--- config.mk ---
export PLATFORM = sky130hd
export DESIGN_NAME = exp_term_decomp
export DESIGN_NICKNAME = d
export VERILOG_FILES = /design/src/rtl/exp_term_decomp.sv
export SDC_FILE = /design/constraint.sdc
export NUM_CORES = 1
export LEC_CHECK = 0
export ABC_AREA = 1
export BUFFER_PORTS_ARGS = -buffer_cell sky130_fd_sc_hd__clkbuf_2
export CELL_PAD_IN_SITES_DETAIL_PLACEMENT = 1
export CELL_PAD_IN_SITES_GLOBAL_PLACEMENT = 2
export CORE_ASPECT_RATIO = 1.75
export CORE_UTILIZATION = 32
export CTS_CLUSTER_SIZE = 24
export DETAILED_ROUTE_END_ITERATION = 6
export PLACE_DENSITY = 0.8
export RECOVER_POWER = 100
export SYNTH_ARGS = -nofsm -noshare
export SYNTH_HDL_FRONTEND = slang
export SYNTH_SLANG_ARGS = --single-unit
export TNS_END_PERCENT = 30
--- constraint.sdc ---
create_clock -name clk -period 3.9 [get_ports clk]
set_input_delay 0.195 -clock clk [delete_from_list [all_inputs] [get_ports clk]]
set_output_delay 0.195 -clock clk [all_outputs]
set_load 0.01 [all_outputs]
--- src/rtl/exp_term_decomp.sv ---
// Decomposes an unsigned Q IW.11 operand into ln-table terms (ln2, ln(1+2^-i)), emitting one multiplier per term.
// Optional macro EXP_TERM_DECOMP_RESID_EN adds the resid output carrying the final residual.
module exp_term_decomp #(
  parameter int IW        = 4,
  parameter int MAX_TERMS = 8
) (
  input  logic           clk,
  input  logic           rst_n,
  input  logic [IW+10:0] x,
  input  logic           in_valid,
  output logic           in_ready,
  output logic           term_valid,
  input  logic           term_ready,
  output logic [3:0]     term_idx,
  output logic [12:0]    term_mul,
  output logic           term_last,
  output logic           done,
  output logic [5:0]     term_cnt,
  output logic           trunc,
`ifdef EXP_TERM_DECOMP_RESID_EN
  output logic [IW+10:0] resid,
`endif
  output logic [1:0]     state_dbg
);

  // Handshakes: a beat transfers on a rising clk edge where valid and ready are
  // both high; valid and its payload stay stable until that edge.

  localparam int RW = IW + 11;

  typedef enum logic [1:0] {
    IDLE   = 2'd0,
    SEARCH = 2'd1,
    EMIT   = 2'd2,
    DONE   = 2'd3
  } state_t;

  state_t        state;
  state_t        state_nx;
  logic [RW-1:0] r;
  logic [RW-1:0] r_sub;
  logic [RW-1:0] t_sel;
  logic [5:0]    cnt;
  logic [5:0]    cnt_inc;
  logic          found;
  logic [3:0]    sel;
  logic          ready_q;
  logic [3:0]    idx_q;
  logic [12:0]   mul_q;
  logic          last_q;

  function automatic logic [10:0] t_of(input logic [3:0] i);
    case (i)
      4'd0:    t_of = 11'd1420;
      4'd1:    t_of = 11'd830;
      4'd2:    t_of = 11'd457;
      4'd3:    t_of = 11'd241;
      4'd4:    t_of = 11'd124;
      4'd5:    t_of = 11'd63;
      4'd6:    t_of = 11'd32;
      4'd7:    t_of = 11'd16;
      4'd8:    t_of = 11'd8;
      4'd9:    t_of = 11'd4;
      4'd10:   t_of = 11'd2;
      4'd11:   t_of = 11'd1;
      default: t_of = 11'd0;
    endcase
  endfunction

  function automatic logic [12:0] mul_of(input logic [3:0] i);
    if (i == 4'd0) mul_of = 13'd4096;
    else           mul_of = 13'd2048 + (13'd2048 >> i);
  endfunction

  // The table is strictly decreasing, so scanning downward leaves the smallest
  // qualifying index in sel.
  always_comb begin
    found = 1'b0;
    sel   = 4'd0;
    for (int k = 11; k >= 0; k--) begin
      if (RW'(t_of(4'(k))) <= r) begin
        found = 1'b1;
        sel   = 4'(k);
      end
    end
    t_sel   = RW'(t_of(sel));
    r_sub   = r - t_sel;
    cnt_inc = cnt + 6'd1;
  end

  always_comb begin
    state_nx = state;
    case (state)
      IDLE:    if (in_valid && ready_q) state_nx = SEARCH;
      SEARCH:  state_nx = found ? EMIT : DONE;
      EMIT:    if (term_ready) state_nx = last_q ? DONE : SEARCH;
      DONE:    state_nx = IDLE;
      default: state_nx = IDLE;
    endcase
  end

  // ready_q is registered so it stays low while reset is held.
  always_ff @(posedge clk or negedge rst_n) begin
    if (!rst_n) begin
      state   <= IDLE;
      ready_q <= 1'b0;
      r       <= '0;
      cnt     <= 6'd0;
      idx_q   <= 4'd0;
      mul_q   <= 13'd0;
      last_q  <= 1'b0;
    end else begin
      state   <= state_nx;
      ready_q <= (state_nx == IDLE);
      case (state)
        IDLE: begin
          if (in_valid && ready_q) begin
            r   <= x;
            cnt <= 6'd0;
          end
        end
        SEARCH: begin
          if (found) begin
            idx_q  <= sel;
            mul_q  <= mul_of(sel);
            r      <= r_sub;
            cnt    <= cnt_inc;
            last_q <= (r_sub == '0) || (cnt_inc == 6'(MAX_TERMS));
          end
        end
        default: ;
      endcase
    end
  end

`ifdef EXP_TERM_DECOMP_RESID_EN
  logic [RW-1:0] resid_q;

  // r does not change on either path into DONE, so it is already final here.
  always_ff @(posedge clk or negedge rst_n) begin
    if (!rst_n) resid_q <= '0;
    else        resid_q <= (state_nx == DONE) ? r : '0;
  end

  assign resid = resid_q;
`endif

  assign in_ready   = ready_q;
  assign term_valid = (state == EMIT);
  assign term_idx   = idx_q;
  assign term_mul   = mul_q;
  assign term_last  = last_q;
  assign done       = (state == DONE);
  assign term_cnt   = cnt;
  assign trunc      = (state == DONE) && (r != '0);
  assign state_dbg  = state;

endmodule

==> metrics <==
number of diodes=0; Slew Limit Fails=between 40 and 50; TritonCTS Buffers=5; via/cell ratio=5.080; nets=569; Cell Pwr Density=about 940 mW/mm²; net load switching power=1921 µW; ys async rst share=100.0%; CP required=a little over 4 ns; number of global-route vias before repair=~3500; largest net degree at the start of global routing=43; CTS max path bufs=2; Filler cells=between 1000 and 1500; H-tree Lvls=2; HP Class=primary input to flip-flop; syn_area_per_cell=about 7 µm²; synthesis-stage register bit count=between 40 and 50; DR vias=around 3400; failing checks=capacitance limit, slew limit; Switching Share=51.17%; CTS clock-pin slew for the worst setup and hold paths=around 0.06 ns; GRT Overall Usage=21.56%; antenna viol nets, final=0; Post-DP Area=between 0.003 and 0.004 mm²; IO Port Bufs=48; kind of critical path=flip-flop to flip-flop; starting density of the core=between 30% and 40%; CP Launch Type=flip-flop; Post-Layout Inst Area=around 0.004 mm²; status=finished, violations left; post-synthesis instance area=about 0.0033 mm²; row count=48; Tcrit/Tclk final=between 90% and 100%; TritonCTS clock tree=done; Highest Signal Layer=met4; final wirelength=about 11000 µm; Clock power frac=14.6%; Pint=about 1800 µW; clock sinks=42; top fanout value on the critical path=9; Max Clock Freq=approximately 0.28 GHz; P&R area growth vs syn=21.55%; post-cts hold buffer count=0; Core ar.=~0.0099 mm²; register area share after synthesis=around a third; IO Count=~50; metal3 WL=approximately 140 µm; met2 WL=6108 µm; die width=78.47 µm; worst r2r path cells=27; Syn Nets=about 500; fraction of post-synthesis cell area in the top cell type by area=~32%; final hold violation count=0; most instantiated library cell after synthesis=nand2_1; Logic pwr share=64.6%; Die Ht=about 140 µm; Rel. slew slack=-60.98%; top cell types by occurrence after synthesis=132 x nand2_1, 51 x inv_1, 44 x nor2_1; root buffer cell=clkbuf_16; top cells by area, synth=dfrtp_1 32%, nand2_1 15%, inv_1 5.8%; WHS Path Cells=3; synthesis warning total=0; Data arrival, critical path=between 3 and 4 ns; Final Skew=0.003891 ns; Syn Inst Count=470; power share of the sequential group=a little over a fifth; die area=about 0.011 mm²; M1 WL=around 4100 µm; CP Capture Type=flip-flop; antenna violations before repair=0; fin crit period=roughly 3.6 ns; first-pass GRT wire length=17300 µm; drt wl/cell=16.34 µm; ratio of cells with drive above 1 in the final layout=roughly a fifth; DR DRC count=0; worst-skew pair later-pin latency=0.29 ns; count of final setup violators=0; LEAKAGE=a little under 0.002 µW; Primary FF master, synth=dfrtp_1; Yosys cell types=42; DPL Wire Length=~8800 µm; Util after Layout=between 40% and 50%; Max-cap violations=1; peak supply drop=roughly 390 µV; Slew @ Worst Pin=around 2.4 ns; routability cong.=between 0.8 and 0.9; EDFF count, synth=0; Pre-antenna DRT Iters=4; grt ovf=0; leading area contributor after synthesis=dfrtp_1; Initial DRC Count=88
[critical path, cell delays in order (launching register included)]
cell and delay, ns:
dfrtp_1 0.41, nor2_2 0.20, nand2_4 0.12, nor2_8 0.15, nand2_4 0.12, inv_2 0.07, o31ai_1 0.09, nand2_1 0.12
nand2_2 0.07, nand2_4 0.11, inv_4 0.08, nand2_1 0.08, nand2_1 0.07, nand2_1 0.06, nand2_1 0.07, ha_1 0.22
fa_2 0.37, inv_2 0.08, nand3_1 0.08, nand2_2 0.12, xnor2_1 0.15, nand2_1 0.12, nor3_2 0.18, buf_4 0.14
nand3_1 0.07, nand2_1 0.06, nand2_1 0.05, nand2_1 0.07
[power groups by stage]
stage | Combinational (µW) | Sequential, µW | Clock [µW]
final | 2430 | 781 | 547
after global routing | 2720 | 807 | 578
after CTS | 2400 | 779 | 562
after detailed placement | 2390 | 787 | 0
after floorplan | 1600 | 761 | 0
after global placement | 2330 | 781 | 0
[registers in the layout, indices dropped and copies added (netlist names)]
register	flops
in_ready	1
r	15
state_dbg	2
term_cnt	6
term_idx	4
term_last	1
term_mul	13
[worst paths after layout]
kind | from | endpoint | slack (ns)
max in group asynchronous | rst_n | r[9] | 1.70
min in group asynchronous | rst_n | r[5] | 0.63
setup reg to reg | r[13] | term_last | 0.27
setup / recovery | r[13] | term_last | 0.27
hold reg to reg | term_mul[1] | term_mul[1] | 0.48
hold / removal | x[9] | r[9] | 0.16
[per-stage QoR]
step | hold WS [ns] | setup WS, ns | total power (µW) | instances | setup TNS (ns)
6_report | 0.1584 | 0.2743 | 3755 | 663 | 0
2_1_floorplan | -0.1006 | 0.7738 | 2360 | 470 | 0
3_3_place_gp | 0.4544 | 0.09583 | 3115 | 650 | 0
4_1_cts | 0.1548 | 0.01363 | 3738 | 658 | 0
5_1_grt | 0.1667 | -0.002035 | 4101 | 663 | -0.002035
3_5_place_dp | 0.4638 | 0.05181 | 3172 | 650 | 0
[placed cells by master, fill, tap and decap left out, types with 8 or more instances in the layout]
cell type	count
a21oi_1	12
buf_4	20
clkbuf_1	32
clkbuf_2	18
dfrtp_1	37
ha_1	11
inv_1	50
inv_2	13
nand2_1	131
nand2_2	8
nand3_1	27
nand4_1	20
nor2_1	43
o21ai_0	25
[logic make-up (layout without fill, tap and decap cells)]
family                     Yosys count  in the layout  share of synthesized area (%)
AOI/OAI and AO/OA                   74             74                          14.44
xor gates and xnor gates             7              7                          1.872
adders and majority gates           13             13                          5.197
buffers and inverters               75            143                          9.094
DFF                                 42             42                          32.10
and+or+nand+nor                    259            259                          37.29
[routing by layer]
metal,vias up,track usage (%)
li1,1675,-
met1,1626,22.07
met2,44,42.45
met3,23,1.812
met4,0,10.91
met5,-,0
[area by class of cell]
class / instances / area [µm²] / share of cell area, %
Multi-Input combinational cell: 353 / 1966 / 49.39
Tap cell: 125 / 156.4 / 3.930
Clock inverter: 3 / 68.82 / 1.729
Sequential cell: 42 / 1057 / 26.56
Inverter: 65 / 246.5 / 6.193
Timing Repair Buffer: 70 / 360.3 / 9.054
Clock buffer: 5 / 125.1 / 3.144
[timing repair]
action	in CTS	in global routing
endpoints found under the setup margin	0	5
buffers inserted	0	5
gates resized for setup	0	16
No activity file was read; power rests on OpenSTA's default activity.
